### src/rtl/cnn_dot_pkg.sv
// Shared widths, saturation limits and sequencer states for the conv dot-product engine.
package cnn_dot_pkg;
  localparam int DIN0_W = 14;
  localparam int DIN1_W = 9;
  localparam int PROD_W = DIN0_W + DIN1_W;
  localparam int ACC_W  = 32;

  localparam logic signed [ACC_W-1:0] ACC_MAX = {1'b0, {(ACC_W-1){1'b1}}};
  localparam logic signed [ACC_W-1:0] ACC_MIN = {1'b1, {(ACC_W-1){1'b0}}};

  typedef enum logic [2:0] {IDLE, RUN, DRAIN1, DRAIN2, DONE} state_t;
endpackage

### src/rtl/cnn_dot_seq_if.sv
// Control handshake plus feature/weight buffer ports of the dot-product sequencer.
interface cnn_dot_seq_if #(
  parameter int ACC_W  = 32,
  parameter int ADDR_W = 8
);
  logic                                  ap_start;
  logic                                  ap_done;
  logic                                  ap_idle;
  logic                                  ap_ready;
  logic [ADDR_W:0]                       len;
  logic signed [ACC_W-1:0]               bias;
  logic signed [ACC_W-1:0]               ap_return;
  logic                                  ovf;
  logic [ADDR_W-1:0]                     x_address0;
  logic                                  x_ce0;
  logic signed [cnn_dot_pkg::DIN0_W-1:0] x_q0;
  logic [ADDR_W-1:0]                     w_address0;
  logic                                  w_ce0;
  logic signed [cnn_dot_pkg::DIN1_W-1:0] w_q0;

  modport master (
    output ap_start, len, bias, x_q0, w_q0,
    input  ap_done, ap_idle, ap_ready, ap_return, ovf,
           x_address0, x_ce0, w_address0, w_ce0
  );

  modport slave (
    input  ap_start, len, bias, x_q0, w_q0,
    output ap_done, ap_idle, ap_ready, ap_return, ovf,
           x_address0, x_ce0, w_address0, w_ce0
  );
endinterface

### src/rtl/cnn_dot_mul_14s_9s.sv
// Registered 14s x 9s multiplier, one-cycle latency, maps onto a single DSP slice.
module cnn_dot_mul_14s_9s
  import cnn_dot_pkg::*;
(
  input  logic                     clk,
  input  logic                     rst,
  input  logic signed [DIN0_W-1:0] a,
  input  logic signed [DIN1_W-1:0] b,
  input  logic                     ce,
  output logic signed [PROD_W-1:0] p
);
  always_ff @(posedge clk) begin
    if (rst)
      p <= '0;
    else if (ce)
      p <= PROD_W'(a) * PROD_W'(b);
  end
endmodule

### src/rtl/cnn_dot_seq.sv
// Dot-product sequencer: streams len operand pairs from two buffers through one
// multiplier into a saturating accumulator seeded with bias.
module cnn_dot_seq #(
  parameter int ACC_W  = cnn_dot_pkg::ACC_W,
  parameter int ADDR_W = 8
) (
  input logic          ap_clk,
  input logic          ap_rst,
  cnn_dot_seq_if.slave bus
);
  import cnn_dot_pkg::*;

  localparam logic signed [ACC_W-1:0] SAT_MAX = {1'b0, {(ACC_W-1){1'b1}}};
  localparam logic signed [ACC_W-1:0] SAT_MIN = {1'b1, {(ACC_W-1){1'b0}}};
  localparam logic [ADDR_W:0]         LEN_MAX = (ADDR_W+1)'(1) << ADDR_W;

  state_t                   state;
  logic [ADDR_W:0]          len_r;
  logic [ADDR_W:0]          len_in;
  logic [ADDR_W-1:0]        idx;
  logic                     ce;
  logic                     vld_p0;
  logic                     vld_p1;
  logic signed [PROD_W-1:0] prod_p1;
  logic signed [ACC_W:0]    sum_p1;
  logic signed [ACC_W-1:0]  acc;
  logic signed [ACC_W-1:0]  acc_nxt;
  logic                     ovf_run;
  logic                     ovf_nxt;

  // One extra bit of headroom: overflow shows up as the top two bits disagreeing.
  function automatic logic sat_hit(input logic signed [ACC_W:0] s);
    return s[ACC_W] ^ s[ACC_W-1];
  endfunction

  function automatic logic signed [ACC_W-1:0] sat_acc(input logic signed [ACC_W:0] s);
    if (sat_hit(s))
      return s[ACC_W] ? SAT_MIN : SAT_MAX;
    return s[ACC_W-1:0];
  endfunction

  assign len_in         = (bus.len > LEN_MAX) ? LEN_MAX : bus.len;
  assign bus.x_address0 = idx;
  assign bus.w_address0 = idx;
  assign bus.x_ce0      = ce;
  assign bus.w_ce0      = ce;

  // Stage p0 -> p1: buffer data returned this cycle is captured as the product.
  cnn_dot_mul_14s_9s u_mul (
    .clk (ap_clk),
    .rst (ap_rst),
    .a   (bus.x_q0),
    .b   (bus.w_q0),
    .ce  (vld_p0),
    .p   (prod_p1)
  );

  // Stage p1 -> acc: sign-extended product added, clamped to the accumulator range.
  assign sum_p1 = (ACC_W+1)'(acc) + (ACC_W+1)'(prod_p1);

  always_comb begin
    acc_nxt = acc;
    ovf_nxt = ovf_run;
    if (state == IDLE && bus.ap_start) begin
      acc_nxt = bus.bias;
      ovf_nxt = 1'b0;
    end else if (vld_p1) begin
      acc_nxt = sat_acc(sum_p1);
      ovf_nxt = ovf_run | sat_hit(sum_p1);
    end
  end

  always_ff @(posedge ap_clk) begin
    if (ap_rst) begin
      state         <= IDLE;
      bus.ap_idle   <= 1'b1;
      bus.ap_done   <= 1'b0;
      bus.ap_ready  <= 1'b0;
      bus.ap_return <= '0;
      bus.ovf       <= 1'b0;
      ce            <= 1'b0;
      idx           <= '0;
      len_r         <= '0;
      vld_p0        <= 1'b0;
      vld_p1        <= 1'b0;
      acc           <= '0;
      ovf_run       <= 1'b0;
    end else begin
      acc          <= acc_nxt;
      ovf_run      <= ovf_nxt;
      vld_p0       <= ce;
      vld_p1       <= vld_p0;
      bus.ap_done  <= 1'b0;
      bus.ap_ready <= 1'b0;
      case (state)
        IDLE: begin
          if (bus.ap_start) begin
            len_r       <= len_in;
            idx         <= '0;
            bus.ap_idle <= 1'b0;
            if (len_in != '0) begin
              state <= RUN;
              ce    <= 1'b1;
            end else begin
              state         <= DONE;
              bus.ap_done   <= 1'b1;
              bus.ap_ready  <= 1'b1;
              bus.ap_return <= acc_nxt;
              bus.ovf       <= ovf_nxt;
            end
          end
        end
        RUN: begin
          if ({1'b0, idx} == len_r - 1'b1) begin
            ce    <= 1'b0;
            state <= DRAIN1;
          end else begin
            idx <= idx + 1'b1;
          end
        end
        DRAIN1: state <= DRAIN2;
        DRAIN2: begin
          state         <= DONE;
          bus.ap_done   <= 1'b1;
          bus.ap_ready  <= 1'b1;
          bus.ap_return <= acc_nxt;
          bus.ovf       <= ovf_nxt;
        end
        DONE: begin
          state       <= IDLE;
          bus.ap_idle <= 1'b1;
        end
        default: begin
          state       <= IDLE;
          bus.ap_idle <= 1'b1;
        end
      endcase
    end
  end
endmodule

### src/flat_wrapper.sv
// flat-port wrapper written by rule: the top's interface ports become plain ports
module cnn_dot_seq_flat import cnn_dot_pkg::*;
#(
  parameter int ACC_W  = cnn_dot_pkg::ACC_W,
  parameter int ADDR_W = 8
)
  (ap_clk, ap_rst, bus_ap_start, bus_len, bus_bias, bus_x_q0, bus_w_q0, bus_ap_done, bus_ap_idle, bus_ap_ready, bus_ap_return, bus_ovf, bus_x_address0, bus_x_ce0, bus_w_address0, bus_w_ce0);
  cnn_dot_seq_if #(.ACC_W(ACC_W), .ADDR_W(ADDR_W)) bus_i ();
  input logic ap_clk;
  input logic ap_rst;
  input wire logic [$bits(bus_i.ap_start)-1:0] bus_ap_start;
  input wire logic [$bits(bus_i.len)-1:0] bus_len;
  input wire logic [$bits(bus_i.bias)-1:0] bus_bias;
  input wire logic [$bits(bus_i.x_q0)-1:0] bus_x_q0;
  input wire logic [$bits(bus_i.w_q0)-1:0] bus_w_q0;
  output wire logic [$bits(bus_i.ap_done)-1:0] bus_ap_done;
  output wire logic [$bits(bus_i.ap_idle)-1:0] bus_ap_idle;
  output wire logic [$bits(bus_i.ap_ready)-1:0] bus_ap_ready;
  output wire logic [$bits(bus_i.ap_return)-1:0] bus_ap_return;
  output wire logic [$bits(bus_i.ovf)-1:0] bus_ovf;
  output wire logic [$bits(bus_i.x_address0)-1:0] bus_x_address0;
  output wire logic [$bits(bus_i.x_ce0)-1:0] bus_x_ce0;
  output wire logic [$bits(bus_i.w_address0)-1:0] bus_w_address0;
  output wire logic [$bits(bus_i.w_ce0)-1:0] bus_w_ce0;
  assign bus_i.ap_start = bus_ap_start;
  assign bus_i.len = bus_len;
  assign bus_i.bias = bus_bias;
  assign bus_i.x_q0 = bus_x_q0;
  assign bus_i.w_q0 = bus_w_q0;
  assign bus_ap_done = bus_i.ap_done;
  assign bus_ap_idle = bus_i.ap_idle;
  assign bus_ap_ready = bus_i.ap_ready;
  assign bus_ap_return = bus_i.ap_return;
  assign bus_ovf = bus_i.ovf;
  assign bus_x_address0 = bus_i.x_address0;
  assign bus_x_ce0 = bus_i.x_ce0;
  assign bus_w_address0 = bus_i.w_address0;
  assign bus_w_ce0 = bus_i.w_ce0;
  cnn_dot_seq #(.ACC_W(ACC_W), .ADDR_W(ADDR_W)) u_core (.ap_clk(ap_clk), .ap_rst(ap_rst), .bus(bus_i));
endmodule
### config.mk
export PLATFORM = sky130hd
export DESIGN_NAME = cnn_dot_seq_flat
export DESIGN_NICKNAME = d
export VERILOG_FILES = /design/src/rtl/cnn_dot_pkg.sv /design/src/rtl/cnn_dot_seq_if.sv /design/src/rtl/cnn_dot_mul_14s_9s.sv /design/src/rtl/cnn_dot_seq.sv /design/src/flat_wrapper.sv
export SDC_FILE = /design/constraint.sdc
export NUM_CORES = 1
export LEC_CHECK = 0
export BUFFER_PORTS_ARGS = -buffer_cell sky130_fd_sc_hd__buf_4
export CAP_MARGIN = 10
export CORE_ASPECT_RATIO = 0.5
export CORE_MARGIN = 2
export CORE_UTILIZATION = 30
export DETAILED_ROUTE_END_ITERATION = 10
export PLACE_DENSITY = 0.55
export SYNTH_ARGS = -nofsm -noshare
export SYNTH_HDL_FRONTEND = slang
export SYNTH_SLANG_ARGS = --single-unit
### constraint.sdc
create_clock -name ap_clk -period 6.08 [get_ports ap_clk]
set_input_delay 1.216 -clock ap_clk [delete_from_list [all_inputs] [get_ports ap_clk]]
set_output_delay 1.216 -clock ap_clk [all_outputs]
set_load 0.01 [all_outputs]
# Word-level counts from Yosys, hierarchy flattened
# Index checks and enable logic that the tools add are counted.
# Widths: inputs -> output; s select.
[totals] register_bits=114 inputBits=67 out_inout_bits=54 elab_cells=75
[classes] n_addsub=3 multipliers=1 n_lt_le_gt_ge=1 n_eq_ne=9 n_mux=33 n_bitwise=3 reduce_logical=12
[op_table] cell="$mux 32" n=7
[op_table] cell="$pmux 32 s2" n=1
[op_table] cell="$add 32x23->33" n=1
[op_table] cell="$mul 14x9->23" n=1
[op_table] cell="$mux 8" n=2
[op_table] cell="$pmux 8 s2" n=1
[op_table] cell="$mux 1" n=13
[op_table] cell="$pmux 3 s4" n=1
[op_table] cell="$eq 8x9->1" n=1
[op_table] cell="$gt 9x9->1 const B" n=1
[op_table] cell="$mux 3" n=3
[op_table] cell="$mux 9" n=1
[op_table] cell="$reduce_bool 9->1" n=1
[op_table] cell="$sub 9x1->9 const B" n=1
[op_table] cell="$add 8x1->8 const B" n=1
[op_table] cell="$ne 2x2->1 const B" n=4
[op_table] cell="$pmux 1 s2" n=4
[op_table] cell="$eq 3x2->1 const B" n=2
[op_table] cell="$reduce_and 2->1" n=3
[op_table] cell="$reduce_and 3->1" n=2
[op_table] cell="$reduce_and 4->1" n=1
[op_table] cell="$reduce_bool 2->1" n=2
[op_table] cell="$eq 3x1->1 const B" n=1
[op_table] cell="$logic_not 3->1" n=1
[op_table] cell="other kinds (6)" n=6

# Depth between registers and ports, before layout
# Gate-level depths: netlist (run 1).
[depth] depth_word=11 mapped_depth=22

# Cells and area by module
# Synthesis (run 1) repeated with hierarchy kept, for this count alone.
[unflattened] hier_cells=1344 area_unflattened_um2=11110.7
[modules_own_cells] mod="cnn_dot_seq" instances=1 cells_per_inst=759 area_per_inst_um2=5856.9 seq_area_each_um2=1821.7
[modules_own_cells] mod="cnn_dot_mul_14s_9s" instances=1 cells_per_inst=585 area_per_inst_um2=5253.8 seq_area_each_um2=460.4

# Worst setup path before layout (run 1)
# Ideal clock, no wire load.
[synth_timing] path_kind="input port to flip-flop" startpoint="input port bus_w_q0[2]" endpoint="register u_core.u_mul.p[21]" setup_time_ns=0.128 arrival_ns=6.044 required_ns=5.952 path_slack_ns=-0.091 path_stages=22 path_buffers=1 cell_sequence="clkbuf_1 nand2_1 fa_1 inv_1 fa_1 ha_1 inv_1 fa_1 inv_1 ha_1 ha_1 fa_1 a21o_1 a21o_1 a21o_1 a21o_1 a211oi_1 o21ai_0 a311oi_1 xnor2_1 mux2i_1 nor2_1"
[synth_via] elab_chain_cells=1
[synth_lines] element="start: declaration" line_no="flat_wrapper.sv:15" rtl="input wire logic [$bits(bus_i.w_q0)-1:0] bus_w_q0;"
[synth_lines] element="$mul 14x9->23" line_no="cnn_dot_mul_14s_9s.sv:16" rtl="p <= PROD_W'(a) * PROD_W'(b);"
[synth_lines] element="end signal: assignment" line_no="cnn_dot_mul_14s_9s.sv:16"
[synth_lines] element="end: declaration" line_no="cnn_dot_mul_14s_9s.sv:10" rtl="output logic signed [PROD_W-1:0] p"
# Every way passes these cells.
# A chain may end at the register's enable or synchronous reset.

# Worst setup path after layout (run 1)
# Same ends and word-level chain as after synthesis.

==> impl_metrics.toml, run 1 <==
[synth]
synth_cells = 1295
synth_top_family_by_area = "adder cells"
syn_area_um2 = 11100
synth_area_per_cell_um2 = 8.60
synthMuxAreaShare_pct = 1.62
netlist_top_cells_area = "dfxtp_1 20%, fa_1 19%, ha_1 9.2%, nand2_1 4.1%, o21ai_0 3.9%"
yosys_register_bits = 114
synth-simple-area-share_pct = 17.2
yosys.area_share.xor_xnor_pct = 5.49
ys_types = 76
synth_top_area_share_pct = 20.5
synth_compound_area_share_pct = 20.1
yosysWarnings = 0
synth_edf_count = 0
yosysSeqAreaShare_pct = 20.5
yosys.area_share.adder_pct = 28.3
synth_top_area_cell = "dfxtp_1"
synth_fp_nets = 1550
ys.flop_type = "dfxtp_1"
async_reset_ff_share_pct = 0

[die]
fp.dieW_um = 276
io_pins = 121
start_util_pct = 30.7
die_h_um = 140
die_area_um2 = 38800
core_um2 = 36200
fp-row-count = 49

[sta]
fin_crit_sh_pct = 94.1
fmax_mhz = 175
tightest_slew_ns = 1.08
period_needed_ns = 5.72
setup-violations-final = 0
fin_skew_ns = 0.0148
whs_ns = 0.461
maxSlewViolCount = 0
rsz0062_at_grt = "no"
slew_headroom_pct = 28.0
hold_viol = 0

[clock_tree]
numClockSinks = 114
numCtsBuffers = 17
clk_path_buf_depth = 2
root_buffer = "clkbuf_16"
cts_max_level = 4
cts_tree = "done"
clk_pin_slew_ns = 0.06
cts_resized = 0
hold_buffers = 0
cts_post_setup_buffers_inserted = 0
clk_latency_ns = 0.42

[critical_path]
reg2regPathDepth = 11
slowest_stage = "fa_1"
worstPathArrival_ns = 6.01
critPathRequiredTime_ns = 6.36
max_stage_delay_ns = 0.53
critPathMaxFanout = 6
crit_chain = "buf_4 -> nand2_1 -> fa_1 -> inv_1 -> fa_1 -> ha_1 -> inv_1 -> fa_1 -> inv_1 -> ha_1 -> ha_1 -> fa_1 -> a21o_1 -> a21o_1 -> a21o_1 -> a21o_1 -> a211oi_2 -> o21ai_0 -> a311oi_1 -> xnor2_1 -> mux2i_1 -> nor2_1"
crit_path_end_kind = "flip-flop"
worstSetupPathType = "input pin to flip-flop"
start_kind = "input pin"

[detailed_routing]
met1_length_mm = 14.0
via_per_inst = 4.83
drt_iter0_markers = 468
wirelength_mm = 28.6
vias = 9195
drtAntennaViolNets = 0
dr_wl_met2_mm = 13.6
wire_per_inst_um = 15.0
drc_errors = 0
wl_met3_um = 762
drtPass1Iterations = 5
top_layer = "met4"

[placement]
dpl.hpwl_mm = 22.7
io_buffers = 120
gp_congestion = 0.836
place_inst = 1872

[cells_and_area]
antenna_cells = 0
syn_to_final_growth_pct = 19.2
final_common_cell = "buf_4"
nets = 1662
layout-drive-gt1-share_pct = 17.4
final_cells = 1903
layout_common_cells = "173 x buf_4, 121 x nand2_1, 114 x dfxtp_1"

[status]
outcome = "finished clean"

[min_path]
hold_path_class = "flip-flop to flip-flop"
min_path_cells = 2

[global_route]
antenna_found_initial = 0
grt_pass1_wl_mm = 47.1
grt.total_usage_pct = 14.7
grt_overflow = 0
grt_pass1_vias = 9164
grt_max_degree = 59

[power]
total_power_mw = 4.99
p_seq_share_pct = 18.5
power.share.clock_pct = 20.3
intPower_mw = 2.89
comb_power_share_pct = 61.3
power_switching_mw = 2.10
ir_worst_vdd_v = 0.000237
p_leak_nw = 6.00
p_sw_share_pct = 42.1
power.density_nw_per_um2 = 376

[run]
cap_violations = 0
[registers in the layout, summed over array words and instances, names as in the netlist, 3 cells and up]
register               cells
u_core.acc                32
u_core.bus.ap_return      32
u_core.bus.w_address0      8
u_core.len_r               9
u_core.state               3
u_core.u_mul.p            23
[power groups by stage]
stage	clock [mW]	sequential, mW	combinational (mW)
after floorplan	0	0.912	2.20
after global placement	0	0.937	3.03
after detailed placement	0	0.937	3.06
after CTS	1.03	0.922	3.09
after global routing	1.06	0.934	3.48
final	1.01	0.923	3.06
[synthesized netlist by cell type, types with 4 or more instances]
| library cell | instances |
|---|---|
| dfxtp_1 | 114 |
| a211oi_1 | 11 |
| a21oi_1 | 64 |
| o21bai_1 | 8 |
| o31ai_1 | 5 |
| o21ai_1 | 22 |
| and3_1 | 11 |
| o21ai_0 | 86 |
| mux2i_1 | 18 |
| nor3_1 | 15 |
| xnor2_1 | 39 |
| a21o_1 | 33 |
| inv_1 | 102 |
| buf_4 | 11 |
| ha_1 | 82 |
| o21ai_2 | 7 |
| nand3_1 | 16 |
| o21a_1 | 5 |
| o211ai_1 | 7 |
| nand3b_1 | 27 |
| nor2b_1 | 6 |
| buf_2 | 7 |
| clkbuf_1 | 55 |
| a31oi_1 | 6 |
| nand2_1 | 121 |
| or3_1 | 4 |
| o31a_1 | 4 |
| xor2_1 | 29 |
| buf_6 | 4 |
| a221oi_1 | 20 |
| nor2_1 | 108 |
| fa_1 | 106 |
| nand2b_1 | 11 |
| a22oi_2 | 6 |
| and2_1 | 64 |
[cell families (layout without fill, tap and decap cells)]
kind of cell	after synthesis	after routing
AO/OA/AOI/OAI	327	327
XOR/XNOR	69	69
multiplexers	18	18
flip-flops	114	114
AND/OR/NAND/NOR	397	397
buffers and inverters	182	306
adder cells (fa/ha/maj)	188	188
[path summary, 6_finish.rpt]
kind,startpoint,to,slack (ns)
max,bus_w_q0[2],u_core.u_mul.p[21]$_SDFFE_PP0P_,0.36
min,u_core.bus.ovf$_SDFFE_PP0P_,u_core.bus.ovf$_SDFFE_PP0P_,0.46
max reg2reg,u_core.u_mul.p[22]$_SDFFE_PP0P_,u_core.bus.ap_return[29]$_SDFFE_PP0P_,2.46
min reg2reg,u_core.bus.ovf$_SDFFE_PP0P_,u_core.bus.ovf$_SDFFE_PP0P_,0.46
[worst max-delay path, delay by kind of cell]
family          cells  cell delay (ns)
compound gates      7             1.45
buf+inv             4             0.27
xor+xnor            1             0.10
simple gates        2             0.12
fa+ha+maj           7             2.71
mux                 1             0.13
[stage by stage]
step	cell area, um2	setup TNS, ns	setup slack (ns)	util (%)
after floorplan	11100	0	0.0265	-
after global placement	12700	-0.156	-0.125	35.0
final	13300	0	0.358	36.6
after CTS	13300	0	0.244	36.6
after detailed placement	12700	-0.353	-0.185	35.0
after global routing	13300	0	0.0666	36.6
[metal layers]
| metal | track usage [%] | up-vias |
|---|---|---|
| met5 | 0 | - |
| met4 | 2.59 | 0 |
| met3 | 2.14 | 10 |
| met2 | 25.2 | 102 |
| met1 | 19.9 | 4454 |
| li1 | - | 4629 |
[cell type report]
class                   instances  area (um2)
clock buffers                  18         439
clock inverters                13         150
fillers                      3761       23000
inverters                     102         383
multi-input cells             999        8120
flip-flops and latches        114        2280
well taps                     484         606
repair buffers                173        1300
(Power assumes the default switching activity.)
==> run 2: changes to the inputs <==
--- a/config.mk
+++ b/config.mk
@@ -11,6 +11,7 @@
 export CORE_MARGIN = 2
 export CORE_UTILIZATION = 30
 export DETAILED_ROUTE_END_ITERATION = 10
+export GPL_TIMING_DRIVEN = 0
 export PLACE_DENSITY = 0.55
 export SYNTH_ARGS = -nofsm -noshare
 export SYNTH_HDL_FRONTEND = slang
==> run 2 against run 1 <==
Cell area fell by 0.68%. Clock-buffer cell count increased by 3. Sequential power is essentially flat. Cell count increased by 0.84%. Die area did not move. Power fell by 4.7%. Combinational power fell by 7.2%.
==> impl_metrics.toml, run 2 (synthesis gave the netlist of run 1 again) <==
[cells_and_area]
regArea_um2 = 2280
layout_common_cells = "128 x buf_4, 121 x nand2_1, 114 x dfxtp_1"
reg_top3 = "u_core.acc (32), u_core.bus.ap_return (32), u_core.u_mul.p (23)"
final_common_cell = "buf_4"
fill_cells = 3773
syn_to_final_growth_pct = 18.4
nets = 1677
multi_input_area_um2 = 8100
antenna_cells = 0
layout-drive-gt1-share_pct = 14.9
finish.utilization_pct = 36.4

[die]
io_pins = 121
core_um2 = 36200
die_h_um = 140
die_area_um2 = 38800
start_util_pct = 30.7
fp-row-count = 49
fp.dieW_um = 276

[sta]
fin_crit_sh_pct = 96.1
whs_ns = 0.461
rsz0062_at_grt = "yes"
slew_headroom_pct = 36.3
tightest_slew_ns = 0.949
setup-violations-final = 0
period_needed_ns = 5.84
hold_viol = 0
fmax_mhz = 171
fin_skew_ns = 0.0113
maxSlewViolCount = 0
fin_ws_ns = 0.239

[critical_path]
cpLargestDelayFamily = "adder cells"
slowest_stage = "fa_1"
critPathRequiredTime_ns = 6.37
worstSetupPathType = "input pin to flip-flop"
critPathMaxFanout = 14
crit_path_end_kind = "flip-flop"
worstPathArrival_ns = 6.13
start_kind = "input pin"
crit_chain = "buf_4 -> nand2_1 -> fa_1 -> inv_1 -> fa_1 -> ha_1 -> inv_1 -> fa_1 -> inv_1 -> ha_1 -> ha_1 -> fa_1 -> a21o_1 -> a21o_1 -> a21o_1 -> a21o_1 -> a211oi_2 -> o21ai_1 -> a311oi_1 -> xnor2_1 -> mux2i_1 -> nor2_1"
crit_buf_inv = 4
max_stage_delay_ns = 0.53

[clock_tree]
clk_pin_slew_ns = 0.06
hold_buffers = 0
clk_latency_ns = 0.43
clk_path_buf_depth = 2
numClockSinks = 114
numCtsBuffers = 17
cts_max_level = 4
cts_tree = "done"
root_buffer = "clkbuf_16"

[detailed_routing]
drtPass1Iterations = 5
drc_errors = 0
via_per_inst = 4.90
drt_iter0_markers = 459
drtAntennaViolNets = 0
wirelength_mm = 31.8
wire_per_inst_um = 16.6
vias = 9410

[placement]
dpl.hpwl_mm = 26.0
gp_congestion = 0.911
dp_slack_ns = -0.659
io_buffers = 113

[global_route]
grt_pass1_vias = 9269
antenna_found_initial = 0
grt_overflow = 0
grt.total_usage_pct = 16.2
grt_max_degree = 17
grt_pass1_wl_mm = 50.1

[power]
p_sw_share_pct = 43.3
p_leak_nw = 5.89
p_seq_share_pct = 19.4
power_switching_mw = 2.06
comb_power_share_pct = 59.7
ir_worst_vdd_v = 0.000180
total_power_mw = 4.76
power.share.clock_pct = 20.9
intPower_mw = 2.70
power.density_nw_per_um2 = 361

[run]
cap_violations = 0

[min_path]
hold_path_class = "flip-flop to flip-flop"

[status]
outcome = "finished clean"
-- run 2: changes by cell type in the layout (fill, tap and decap cells not counted), sizes merged --
cell	change
buf	-32
bufinv	-1
clkinvlp	+3
clkinv	+2
clkbuf	+50
inv	-6
-- run 2: repair_timing --
action | CTS | global route
resized for setup | 1 | 4
endpoints found under the setup margin | 3 | 4
endpoints found under the hold margin | 0 | 0
setup buffers | 0 | 4
-- run 2: metal layers --
layer | vias to the layer above | track usage [%] | part of all wire [%]
li1 | 4674 | - | -
met1 | 4543 | 21.3 | 48
met2 | 155 | 27.3 | 46
met3 | 38 | 2.90 | 3.7
met4 | 0 | 5.06 | 2.3
met5 | - | 0 | 0
-- run 2: area by class of cell --
class | count | share of cell area (%)
Multi-Input combinational cell | 999 | 61.4
Sequential cell | 114 | 17.3
Timing Repair Buffer | 117 | 6.66
Tap cell | 484 | 4.59
Clock buffer | 21 | 3.64
Inverter | 102 | 2.93
Buffer | 71 | 2.65
Clock inverter | 11 | 0.797
-- run 2: path summary, 6_finish.rpt --
check / startpoint / end / slack, ns / depth (start not counted)
max: bus_w_q0[2] / u_core.u_mul.p[21]$_SDFFE_PP0P_ / 0.24 / 22
min: u_core.ovf_run$_SDFF_PP0_ / u_core.ovf_run$_SDFF_PP0_ / 0.46 / 2
max reg2reg: u_core.u_mul.p[22]$_SDFFE_PP0P_ / u_core.bus.ap_return[26]$_SDFFE_PP0P_ / 2.37 / 11
min reg2reg: u_core.ovf_run$_SDFF_PP0_ / u_core.ovf_run$_SDFF_PP0_ / 0.46 / 2
-- run 2: power by group through the flow --
stage | Clock (mW) | Combinational, mW | Sequential, mW
after global routing | 1.04 | 3.24 | 0.933
after global placement | 0 | 2.83 | 0.937
after detailed placement | 0 | 2.83 | 0.937
final | 0.992 | 2.84 | 0.924
after CTS | 1.01 | 2.86 | 0.922
after floorplan | 0 | 2.20 | 0.912
-- run 2: worst reg2reg max path, cell delays in order, from the launching register on --
cell and delay [ns]:
dfxtp_1 0.61, ha_1 0.40, and3_1 0.25, and2_1 0.21, a221oi_1 0.55, o2111ai_2 0.31
a41oi_1 0.24, a21boi_2 0.34, buf_4 0.24, o31ai_1 0.14, a22oi_2 0.19, a211oi_2 0.09
-- run 2: stage by stage --
stage / setup TNS, ns / area, um2 / cells
floorplan: 0 / 11100 / 1295
global route: -0.0229 / 13200 / 1919
global placement: -3.00 / 12600 / 1892
CTS: 0 / 13100 / 1916
finish: 0 / 13200 / 1919
detailed placement: -3.24 / 12600 / 1892
